==> src/rtl/usb_rw_pkg.sv <==
// Shared types for the USB read/write burst engine: FSM states, transaction
// kinds and the derived beat-count width.
package usb_rw_pkg;

  typedef enum logic [2:0] {
    IDLE     = 3'd0,
    ADDR     = 3'd1,
    TURN     = 3'd2,
    DATA_OUT = 3'd3,
    DATA_IN  = 3'd4,
    FIN      = 3'd5
  } rw_state_e;

  // Kind of transaction the engine issues when it leaves TURN.
  typedef enum logic [1:0] {
    BEAT_ADDR = 2'd0,
    BEAT_OUT  = 2'd1,
    BEAT_IN   = 2'd2
  } beat_e;

  function automatic int len_width(input int burst_max);
    return $clog2(burst_max + 1);
  endfunction

endpackage

==> src/rtl/usb_rw_retry_ctr.sv <==
// Per-transaction attempt counter with exhaustion flag. Optional response
// watchdog enabled by USB_RW_TIMEOUT_EN.
module usb_rw_retry_ctr
  import usb_rw_pkg::*;
#(
  parameter int MAX_RETRY   = 3,
  parameter int TIMEOUT_CYC = 1024
) (
  input  logic clk,
  input  logic rst_b,
  input  logic clear,
  input  logic active,
  input  logic txn_success,
  input  logic txn_failure,
  output logic success,
  output logic fail_any,
  output logic exhausted
);

  localparam int CNT_W = $clog2(MAX_RETRY + 1);

  logic [CNT_W-1:0] attempts;
  logic             timeout;

  // Protocol responses only count while a transaction is on the bus;
  // success outranks a simultaneous failure.
  assign success = active && txn_success;

`ifdef USB_RW_TIMEOUT_EN
  localparam int WD_W = $clog2(TIMEOUT_CYC + 1);

  logic [WD_W-1:0] wd;

  assign timeout = active && (wd == WD_W'(TIMEOUT_CYC - 1));

  always_ff @(posedge clk) begin
    if (!rst_b) begin
      wd <= '0;
    end else if (!active || success || fail_any) begin
      wd <= '0;
    end else begin
      wd <= wd + 1'b1;
    end
  end
`else
  assign timeout = 1'b0;
`endif

  assign fail_any  = active && (txn_failure || timeout) && !txn_success;
  assign exhausted = fail_any && (attempts == CNT_W'(MAX_RETRY - 1));

  // NOTE: sequential state uses non-blocking assignments so every register
  // samples the pre-edge values of the others.
  always_ff @(posedge clk) begin
    if (!rst_b) begin
      attempts <= '0;
    end else if (clear || success || exhausted) begin
      attempts <= '0;
    end else if (fail_any) begin
      attempts <= attempts + 1'b1;
    end
  end

endmodule

==> src/rtl/usb_rw_burst_engine.sv <==
// Host-side burst engine: address OUT, then 1..BURST_MAX IN/OUT data beats,
// each retried up to MAX_RETRY times. Optional watchdog: USB_RW_TIMEOUT_EN.
module usb_rw_burst_engine
  import usb_rw_pkg::*;
#(
  parameter  int DATA_W      = 64,
  parameter  int ADDR_W      = 16,
  parameter  int BURST_MAX   = 4,
  parameter  int MAX_RETRY   = 3,
  parameter  int TIMEOUT_CYC = 1024,
  localparam int LEN_W       = len_width(BURST_MAX)
) (
  input  logic              clk,
  input  logic              rst_b,
  input  logic              req_valid,
  output logic              req_ready,
  input  logic              req_write,
  input  logic [ADDR_W-1:0] req_addr,
  input  logic [LEN_W-1:0]  req_len,
  input  logic [DATA_W-1:0] wr_data,
  output logic              wr_pop,
  output logic [DATA_W-1:0] rd_data,
  output logic              rd_valid,
  output logic [DATA_W-1:0] data_to_device,
  input  logic [DATA_W-1:0] data_from_device,
  output logic              out_trans,
  output logic              in_trans,
  input  logic              txn_success,
  input  logic              txn_failure,
  output logic              done,
  output logic              ok,
  output logic [LEN_W-1:0]  beats_done
);

  rw_state_e        state, state_next;
  beat_e            beat;
  logic             fresh;
  logic             write_q;
  logic [LEN_W-1:0] len_q;
  logic [LEN_W-1:0] len_eff;
  logic             accept;
  logic             active;
  logic             success;
  logic             fail_any;
  logic             exhausted;
  logic             last_beat;

  assign accept    = req_valid && req_ready;
  assign active    = out_trans || in_trans;
  assign last_beat = (beats_done + LEN_W'(1)) == len_q;

  always_comb begin
    len_eff = req_len;
    if (req_len == '0) begin
      len_eff = LEN_W'(1);
    end else if (req_len > LEN_W'(BURST_MAX)) begin
      len_eff = LEN_W'(BURST_MAX);
    end
  end

  usb_rw_retry_ctr #(
    .MAX_RETRY  (MAX_RETRY),
    .TIMEOUT_CYC(TIMEOUT_CYC)
  ) u_retry (
    .clk        (clk),
    .rst_b      (rst_b),
    .clear      (accept),
    .active     (active),
    .txn_success(txn_success),
    .txn_failure(txn_failure),
    .success    (success),
    .fail_any   (fail_any),
    .exhausted  (exhausted)
  );

  // NOTE: every output of this block gets a default first, so no path can
  // leave one unassigned and infer a latch.
  always_comb begin
    state_next = state;
    req_ready  = (state == IDLE);
    out_trans  = (state == ADDR) || (state == DATA_OUT);
    in_trans   = (state == DATA_IN);
    done       = (state == FIN);
    wr_pop     = 1'b0;
    unique case (state)
      IDLE: if (req_valid) state_next = ADDR;
      ADDR, DATA_OUT, DATA_IN: begin
        if (success) begin
          state_next = (state != ADDR && last_beat) ? FIN : TURN;
        end else if (fail_any) begin
          state_next = exhausted ? FIN : TURN;
        end
      end
      TURN: begin
        unique case (beat)
          BEAT_ADDR: state_next = ADDR;
          BEAT_OUT:  state_next = DATA_OUT;
          default:   state_next = DATA_IN;
        endcase
        // Pop only for a fresh write beat; a reset edge consumes nothing.
        wr_pop = rst_b && (beat == BEAT_OUT) && fresh;
      end
      FIN:     state_next = IDLE;
      default: state_next = IDLE;
    endcase
  end

  always_ff @(posedge clk) begin
    if (!rst_b) begin
      state          <= IDLE;
      beat           <= BEAT_ADDR;
      fresh          <= 1'b0;
      write_q        <= 1'b0;
      len_q          <= '0;
      data_to_device <= '0;
      rd_data        <= '0;
      rd_valid       <= 1'b0;
      ok             <= 1'b0;
      beats_done     <= '0;
    end else begin
      state    <= state_next;
      rd_valid <= 1'b0;
      if (accept) begin
        write_q        <= req_write;
        len_q          <= len_eff;
        data_to_device <= DATA_W'(req_addr);
        ok             <= 1'b0;
        beats_done     <= '0;
        beat           <= BEAT_ADDR;
        fresh          <= 1'b0;
      end
      if (wr_pop) begin
        data_to_device <= wr_data;
      end
      if (success) begin
        fresh <= 1'b1;
        if (state == ADDR) begin
          beat <= write_q ? BEAT_OUT : BEAT_IN;
        end else begin
          beats_done <= beats_done + LEN_W'(1);
          if (last_beat) ok <= 1'b1;
        end
        if (state == DATA_IN) begin
          rd_data  <= data_from_device;
          rd_valid <= 1'b1;
        end
      end else if (fail_any) begin
        fresh <= 1'b0;
      end
    end
  end

endmodule

==> config.mk <==
export PLATFORM = sky130hd
export DESIGN_NAME = usb_rw_burst_engine
export DESIGN_NICKNAME = d
export VERILOG_FILES = /design/src/rtl/usb_rw_pkg.sv /design/src/rtl/usb_rw_retry_ctr.sv /design/src/rtl/usb_rw_burst_engine.sv
export SDC_FILE = /design/constraint.sdc
export NUM_CORES = 1
export LEC_CHECK = 0
export CAP_MARGIN = 0
export CORE_MARGIN = 2
export CORE_UTILIZATION = 25
export CTS_CLUSTER_DIAMETER = 50
export DETAILED_ROUTE_END_ITERATION = 7
export PLACE_DENSITY_LB_ADDON = 0.2
export SLEW_MARGIN = 20
export SYNTH_ARGS = -nofsm -noshare
export SYNTH_HDL_FRONTEND = slang
export SYNTH_SLANG_ARGS = --single-unit
==> constraint.sdc <==
create_clock -name clk -period 3.8 [get_ports clk]
set_clock_uncertainty 0.1 [all_clocks]
set_input_delay 0.95 -clock clk [delete_from_list [all_inputs] [get_ports clk]]
set_output_delay 0.95 -clock clk [all_outputs]
set_load 0.01 [all_outputs]
==> results of run 1 <==
[layout make-up]
class | count | area (um^2) | share of cell area (%)
Tap cell | 270 | 337.8 | 3.756
Clock inverter | 12 | 183.9 | 2.045
Timing Repair Buffer | 303 | 3025 | 33.63
Sequential cell | 145 | 2903 | 32.27
Inverter | 3 | 11.26 | 0.1252
Clock buffer | 19 | 432.9 | 4.813
Multi-Input combinational cell | 384 | 2101 | 23.36
[registers in the layout, summed over array words and instances, names as in the netlist]
name              flops
rd_data              64
beats_done            3
len_q                 3
state                 3
u_retry.attempts      2
write_q               1
fresh                 1
rd_valid              1
data_to_device       64
beat                  2
ok                    1
[final timing paths]
path / from / to / slack (ns) / cells past startpoint
worst max-delay path: rst_b / wr_pop / 0.60 / 4
worst min-delay path: rd_data[29] / rd_data[29] / 0.35 / 2
worst max register to register: state[0] / data_to_device[63] / 1.53 / 5
worst min register to register: rd_data[29] / rd_data[29] / 0.35 / 2
[through the flow]
step / hold slack [ns] / util [%] / cells / instance area [um^2]
after floorplan: 0.3368 / - / 579 / 5194
after global placement: 0.3412 / 41.17 / 1104 / 8358
after detailed placement: 0.3457 / 41.17 / 1104 / 8358
after CTS: 0.3537 / 44.21 / 1135 / 8975
after global routing: 0.3712 / 44.31 / 1136 / 8995
final: 0.3512 / 44.31 / 1136 / 8995
[per-layer routing]
metal / vias to the layer above / global-route usage [%] / routed length, um
met5: - / 0 / 0
met4: 0 / 4.524 / 172
li1: 2548 / - / -
met1: 2290 / 18.36 / 7164
met3: 13 / 7.454 / 2053
met2: 214 / 23.56 / 7480
[cells by family (layout without fill, tap and decap cells)]
kind of cell	count (synthesis)	in the layout
compound gates	173	173
xor+xnor	4	4
fa+ha+maj	2	2
buf+inv	50	337
flops	145	145
simple gates	205	205
[layout by cell type (no fill, tap or decap), types with 2 or more instances in the layout]
| master | n |
|---|---|
| bufinv_16 | 4 |
| buf_4 | 11 |
| clkinv_4 | 3 |
| nor2_4 | 2 |
| inv_6 | 2 |
| clkdlybuf4s50_1 | 290 |
| a22oi_1 | 6 |
| nor2b_1 | 3 |
| nand3_1 | 8 |
| nand3b_1 | 3 |
| nand2_1 | 158 |
| o21ai_0 | 15 |
| nor3_1 | 4 |
| a31oi_1 | 11 |
| clkbuf_1 | 2 |
| buf_12 | 2 |
| or4_1 | 2 |
| inv_1 | 2 |
| a21oi_1 | 85 |
| dfxtp_1 | 145 |
| clkbuf_16 | 17 |
| ha_1 | 2 |
| a22o_1 | 48 |
| clkinvlp_4 | 2 |
| nor2_1 | 10 |
| xnor2_1 | 2 |
[where the power goes]
part | switching (mW) | internal, mW | total [mW]
Sequential | 0.0158 | 1.54 | 1.56
Combinational | 0.120 | 0.202 | 0.323
Clock | 0.669 | 1.10 | 1.77
[critical path, delay by kind of cell]
family	cells	cell delay [ns]
buf+inv	3	1.10
simple gates	1	0.10
==> results.yml, run 1 <==
critical_path:
  crit_path_end_kind: "primary output"
  cp_cell_sequence: "clkdlybuf4s50_1, inv_2, nor2_4, clkdlybuf4s50_1"
  cpMostUsedCell: "clkdlybuf4s50_1"
  required_ns: 2.75
  crit_arrival_ns: 2.15
  max_stage_delay_ns: 0.54
  critPathLaunchType: "primary input"
  slowest_stage: "clkdlybuf4s50_1"
  critPathKind: "in2out"
  worst-path-max-fanout: 2
yosys:
  synth_most_common_cell: "nand2_1"
  synth_ff_type: "dfxtp_1"
  synth-edff-count: 0
  yosysUniqueCellTypes: 45
  syn_area_per_cell_um2: 8.970
  yosys.area.top_type_share_pct: 55.89
  syn_inst: 579
  synth_common_cells: "159 x nand2_1, 145 x dfxtp_1, 85 x a21oi_1"
  synth-simple-area-share_pct: 17.10
  synth_warnings: 0
  synth-compound-area-share_pct: 21.22
  syn_area_um2: 5194
  synth_top_family_by_area: "compound AO/OA/AOI/OAI gates"
  synth_area_leaders: "dfxtp_1 56%, nand2_1 11%, a21oi_1 8.2%"
  synth_largest_area_cell: "dfxtp_1"
  synthXorXnorAreaFrac_pct: 0.9395
  synth_fa_ha_area_share_pct: 0.4818
  ys_seq_area_share_pct: 55.89
  muxShareOfSynthArea_pct: 0
  async_flop_share_pct: 0
  syn-num-nets: 734
  ys_ff_latch: 145
drt:
  wl_per_cell_um: 14.85
  drc_errors: 0
  postRouteAntennaNets: 0
  firstDrtPassIters: 4
  num_vias: 5065
  drt_iter0_drc: 152
  avgViaCountPerCell: 4.459
  wl_um: 16870
floorplanning:
  die_w_um: 148.1
  initial_core_util_pct: 25.59
  die_area_um2: 21940
  design.core.area_um2: 20300
  io_pins: 291
  rows: 52
  fp.dieH_um: 148.1
sta:
  worstMarginPinSlew_ns: 0.9635
  hold_violations: 0
  min_period_ns: 3.195
  finalSetupViolations: 0
  tns_ns: 0
  period_share_pct: 84.08
  maxSlewHeadroom_pct: 35.77
  fmax_mhz: 313.0
  rsz0062_at_grt: "false"
  drv_slew: 0
  worst_slack_ns: 0.6050
power_and_ir_drop:
  p_leak_nw: 3.139
  power_mw: 3.649
  p_per_area_nw_per_um2: 405.7
  ir_drop_v: 0.0002458
cts:
  cts_tree: "built"
  numCtsBuffers: 17
  postCtsSetupRepairBufs: 0
  clock_latency_ns: 0.41
  cts.repair.resized: 0
  clkTransAtPathRegs_ns: 0.06
  hold_buffers: 0
  cts.sinks: 145
  cts-htree-levels: 4
  cts-root-buf: "clkbuf_16"
  clock_path_buffers: 2
place:
  dp_hpwl_um: 11820
  portBuffers: 290
  gp_congestion: 0.7306
  pre_cts_ws_ns: 0.5997
cells_and_area:
  areaGrowthSynthToFinish_pct: 73.19
  drive_gt1_share_pct: 5.889
  nFillCells: 2015
  antenna_cells: 0
  fin_nets: 1009
grt:
  antenna_found_initial: 0
  overflow: 0
  grt_pass1_wl_um: 26280
  grt_max_degree: 84
  first_global_vias: 4875
  gr-usage-all-layers_pct: 15.09
status:
  status: "completed"
job:
  drv_cap: 0
worst_hold_path:
  holdCritPathClass: "reg2reg"
(Power assumes the default switching activity.)
==> run 2, diff against run 1 <==
==> constraint.sdc (replaced) <==
create_clock -name clk -period 3.05 [get_ports clk]
set_clock_uncertainty 0.1 [all_clocks]
set_input_delay 0.7625 -clock clk [delete_from_list [all_inputs] [get_ports clk]]
set_output_delay 0.7625 -clock clk [all_outputs]
set_load 0.01 [all_outputs]
==> run 2 against run 1 <==
Non-clock buffer count rose by 4. First-iteration DRC count fell by 26%. Final area barely moved. Via count rose by 0.55%. Global-route usage rose by 0.069 points. Highest routed layer unchanged.
==> results.yml, run 2 (same netlist as run 1, synthesis figures left out) <==
drt:
  wl_um: 16950
  wl_per_cell_um: 14.85
  postRouteAntennaNets: 0
  drc_errors: 0
  drt_iter0_drc: 112
  firstDrtPassIters: 4
  avgViaCountPerCell: 4.464
  num_vias: 5093
power_and_ir_drop:
  clockPowerShare_pct: 46.6
  power_mw: 4.385
  p_int_mw: 3.379
  p_leak_nw: 3.134
  ir_drop_v: 0.0003835
  switchingPower_mw: 1.006
  p_seq_share_pct: 44.2
  switching_share_pct: 22.94
  combPwrFrac_pct: 9.2
  p_per_area_nw_per_um2: 487.7
sta:
  rsz0062_at_grt: "false"
  finalSetupViolations: 0
  tns_ns: 0
  period_share_pct: 95.12
  worstMarginPinSlew_ns: 0.9805
  hold_violations: 0
  drv_slew: 0
  fmax_mhz: 344.7
  min_period_ns: 2.901
  maxSlewHeadroom_pct: 34.64
cts:
  cts_tree: "built"
  numCtsBuffers: 17
  clock_path_buffers: 2
  clock_latency_ns: 0.41
  cts-root-buf: "clkbuf_16"
  cts-htree-levels: 4
  cts.repair.resized: 0
  cts.sinks: 145
  clkTransAtPathRegs_ns: 0.06
  postCtsSetupRepairBufs: 0
  hold_buffers: 0
critical_path:
  crit_arrival_ns: 2.04
  worst-path-max-fanout: 9
  critPathKind: "reg2out"
  regToRegSetupSlack_ns: 0.62
  regToRegStartpoint: "state[0]"
  crit_path_end_kind: "primary output"
  r2r-end: "data_to_device[56]"
  critPathLaunchType: "flop"
  required_ns: 2.19
  r2r_cells: 5
cells_and_area:
  mostFrequentLayoutCells: "290 x clkdlybuf4s50_1, 158 x nand2_1, 145 x dfxtp_1"
  antenna_cells: 0
  top_regs: "data_to_device (64), rd_data (64)"
  final_common_cell: "clkdlybuf4s50_1"
  nFillCells: 2013
  fin_nets: 1013
  areaGrowthSynthToFinish_pct: 73.11
  drive_gt1_share_pct: 6.315
place:
  dp_hpwl_um: 11780
  portBuffers: 290
  gp_congestion: 0.7202
grt:
  antenna_found_initial: 0
  gr-usage-all-layers_pct: 15.16
  grt-busiest-layer: "met2"
  first_global_vias: 4905
  overflow: 0
  grt_pass1_wl_um: 26450
  grt_use_met2_pct: 22.82
  met1_usage_pct: 18.85
  grt_max_degree: 84
  grt_util_met3_pct: 7.577
job:
  drv_cap: 0
worst_hold_path:
  holdCritPathClass: "reg2reg"
  whs_endpoint: "rd_data[37]"
  min_from: "rd_data[37]"
  hold_depth: 2
floorplanning:
  fp.dieH_um: 148.1
  die_area_um2: 21940
  rows: 52
  design.core.area_um2: 20300
  die_w_um: 148.1
  initial_core_util_pct: 25.59
  io_pins: 291
status:
  status: "completed"
## run 2: metrics by stage
stage	hold WS [ns]	setup slack (ns)	std cells	cell area, um^2	util (%)
finish	0.3512	0.1489	1141	8991	44.29
global route	0.3707	0.03471	1141	8991	44.29
CTS	0.3543	0.1289	1141	8991	44.29
detailed placement	0.3472	0.1797	1109	8421	41.48
global placement	0.3404	0.1840	1109	8421	41.48
floorplan	0.3368	0.8864	579	5194	-
## run 2: critical path, stage by stage, from the launching register on
cell	delay, ns
dfxtp_1	0.54
nor2b_1	0.25
nand2_1	0.17
nor2_4	0.12
clkdlybuf4s50_1	0.54
## run 2: power groups by stage
stage | Sequential, mW | Clock, mW | Combinational [mW]
after global placement | 1.98 | 0 | 0.408
after CTS | 1.94 | 2.12 | 0.409
after detailed placement | 1.98 | 0 | 0.407
after floorplan | 1.98 | 0 | 0.124
after global routing | 1.94 | 2.20 | 0.436
final | 1.94 | 2.04 | 0.403
## run 2: worst max-delay path by stage
stage                     slack [ns]     start  endpoint  cells after the start
final                           0.15  state[1]    wr_pop                      4
after global routing            0.03  state[1]    wr_pop                      4
after CTS                       0.13  state[1]    wr_pop                      4
after detailed placement        0.18     rst_b    wr_pop                      4
after global placement          0.18     rst_b    wr_pop                      4
after floorplan                 0.89     rst_b    wr_pop                      3
## run 2: layout make-up
class,count,area [um^2],share of cell area (%)
repair buffers,307,3068,34.12
inverters,3,11.26,0.1252
well taps,270,337.8,3.757
clock buffers,20,436.7,4.857
flip-flops and latches,145,2903,32.28
multi-input cells,384,2101,23.36
clock inverters,12,133.9,1.489
## run 2: routing by layer
metal | part of all wire [%] | vias to the layer above
met4 | 1.2 | 0
met5 | 0 | -
met3 | 11 | 14
met1 | 43 | 2308
li1 | - | 2563
met2 | 44 | 208
==> RTL change: new RTL, flow settings as in run 1 <==
`ADDR_W`: 16 -> 14.
--- a/src/rtl/usb_rw_burst_engine.sv
+++ b/src/rtl/usb_rw_burst_engine.sv
@@ -4,7 +4,7 @@
   import usb_rw_pkg::*;
 #(
   parameter  int DATA_W      = 64,
-  parameter  int ADDR_W      = 16,
+  parameter  int ADDR_W      = 14,
   parameter  int BURST_MAX   = 4,
   parameter  int MAX_RETRY   = 3,
   parameter  int TIMEOUT_CYC = 1024,
Ports: changed (resized req_addr); port bits go from 291 to 289. No check against the original RTL was run, so the function may have changed too.
==> RTL change against run 1 <==
Total power shrank 0.55%. Worst setup slack lost 27 ps. Die area grew 5.2%. Wire length grew 3.4%. Count of clock-buffer cells in the layout is the same. Maximum frequency shrank 0.84%. Largest power group unchanged. Synthesized cell count shrank 1.9%. Cell area grew 1.8%. Synthesized area grew 5.4%. Sequential cell count is the same.
==> RTL change: results (changes against run 1) <==
metric;value;unit;change
synthDistinctLibCells;52;;was 45
port_buffers;288;;was 290
crit_slowest_cell;dfxtp_1;;was clkdlybuf4s50_1
cts_made_buffers;17;;unchanged
arrival;2170;ps;was 2150 ps
yosysWarnings;0;;unchanged
clk_root_buffer_cell;clkbuf_16;;unchanged
synth_xor_xnor_area_share;0.892;%;was 0.940%
cp_max_fo;17;;was 2
yosys-mux-area-fraction;0.549;%;was 0%
reg_top3;data_to_device: 64 flops, rd_data: 64 flops;;unchanged
synth-edff-count;0;;unchanged
htree_levels;4;;unchanged
vias_per_cell;4.44;;was 4.46
cts_buffer_depth;2;;unchanged
grt_usage;15.1;%;about the same
synth_nets;721;;was 734
peakVddDrop;0.260;mV;was 0.246 mV
yosys.area_share.adder;0.457;%;was 0.482%
cp_slowest_stage_delay;720;ps;was 540 ps
postCtsSetupRepairBufs;0;;unchanged
synth_compound_gate_area_share;23.4;%;was 21.2%
netlist_top_cells_count;nand2_1 (159), dfxtp_1 (145), a21boi_0 (72);;was nand2_1 (159), dfxtp_1 (145), a21oi_1 (85)
hold_path.class;reg -> reg;;unchanged
clock_latency;410;ps;about the same
ctsResizeCount;0;;unchanged
grt_max_degree;77;;was 84
leakage;0.00321;uW;was 0.00314 uW
async_flop_share;0;%;unchanged
wl_per_cell;15.4;microns;was 14.9 microns
ys_seq_area_share;53.0;%;was 55.9%
dr.first_iter.drc_count;179;;was 152
status;completed;;unchanged
drive_gt1_share;6.10;%;was 5.89%
fin_nets;992;;was 1,009
synth_area_leaders;dfxtp_1 (53%), nand2_1 (11%), a21boi_0 (9.9%), a22o_1 (8.0%), buf_6 (1.4%);;was dfxtp_1 (56%), nand2_1 (11%), a21oi_1 (8.2%), a22o_1 (8.1%), clkbuf_1 (2.2%)
critPathTopFamily;flip-flops;;was buffers and inverters
path_clk_slew;60;ps;about the same
swShare;22.7;%;was 22.1%
grt_pass1_vias;4940;;was 4,875
slew_headroom;51.3;%;was 35.8%
grt_pass1_wl;27800;microns;was 26,300 microns
gp_congestion;0.713;;was 0.731
place_hpwl;12300;microns;was 11,800 microns
## RTL change: cell families (layout without fill, tap and decap cells)
| kind of cell | Yosys count | count (layout) |
|---|---|---|
| AO/OA/AOI/OAI | 168 | 168 |
| XOR/XNOR | 4 | 4 |
| adder cells (fa/ha/maj) | 2 | 2 |
| buffers and inverters | 47 | 331 |
| flip-flops | 145 | 145 |
| multiplexers | 3 | 3 |
| AND/OR/NAND/NOR | 199 | 199 |
## RTL change: final cells by class
class                   count  area [sq um]
well taps                 280           350
multi-input cells         376          2320
clock buffers              19           443
flip-flops and latches    145          2900
clock inverters            13           173
inverters                   3          11.3
repair buffers            296          2960
fillers                  2127         12500
## RTL change: path summary, 6_finish.rpt
kind | slack (ps) | cells after the start | to | start
hold / removal | 340 | 2 | data_to_device[12] | data_to_device[12]
setup / recovery | 580 | 3 | wr_pop | state[0]
setup reg to reg | 1430 | 4 | data_to_device[45] | state[0]
hold reg to reg | 340 | 2 | data_to_device[12] | data_to_device[12]
## RTL change: metal layers
metal | vias up | share of wire (%) | track usage (%)
met2 | 211 | 44 | 23.5
li1 | 2516 | - | -
met3 | 13 | 9.7 | 7.07
met1 | 2285 | 45 | 18.8
met4 | 0 | 0.99 | 4.01
met5 | - | 0 | 0
## RTL change: power by group through the flow
stage | clock [uW] | combinational [uW] | sequential [uW]
after floorplan | 0 | 117 | 1590
after global placement | 0 | 326 | 1590
after detailed placement | 0 | 324 | 1590
after CTS | 1820 | 326 | 1550
after global routing | 1880 | 346 | 1560
final | 1750 | 320 | 1550
## RTL change: per-stage QoR
| stage | cells | area (sq um) | util (%) | hold slack (ps) | setup slack, ps |
|---|---|---|---|---|---|
| 3_3_place_gp | 1100 | 8540 | 39.5 | 333 | 890 |
| 6_report | 1132 | 9160 | 42.4 | 341 | 578 |
| 4_1_cts | 1132 | 9160 | 42.4 | 346 | 558 |
| 3_5_place_dp | 1100 | 8540 | 39.5 | 339 | 899 |
| 2_1_floorplan | 568 | 5470 | - | 336 | 1370 |
| 5_1_grt | 1132 | 9160 | 42.4 | 371 | 470 |
## RTL change: tightest hold or removal path: stages, from the launching register on
cell	delay [ps]
dfxtp_1	310
inv_1	40
a21oi_1	40
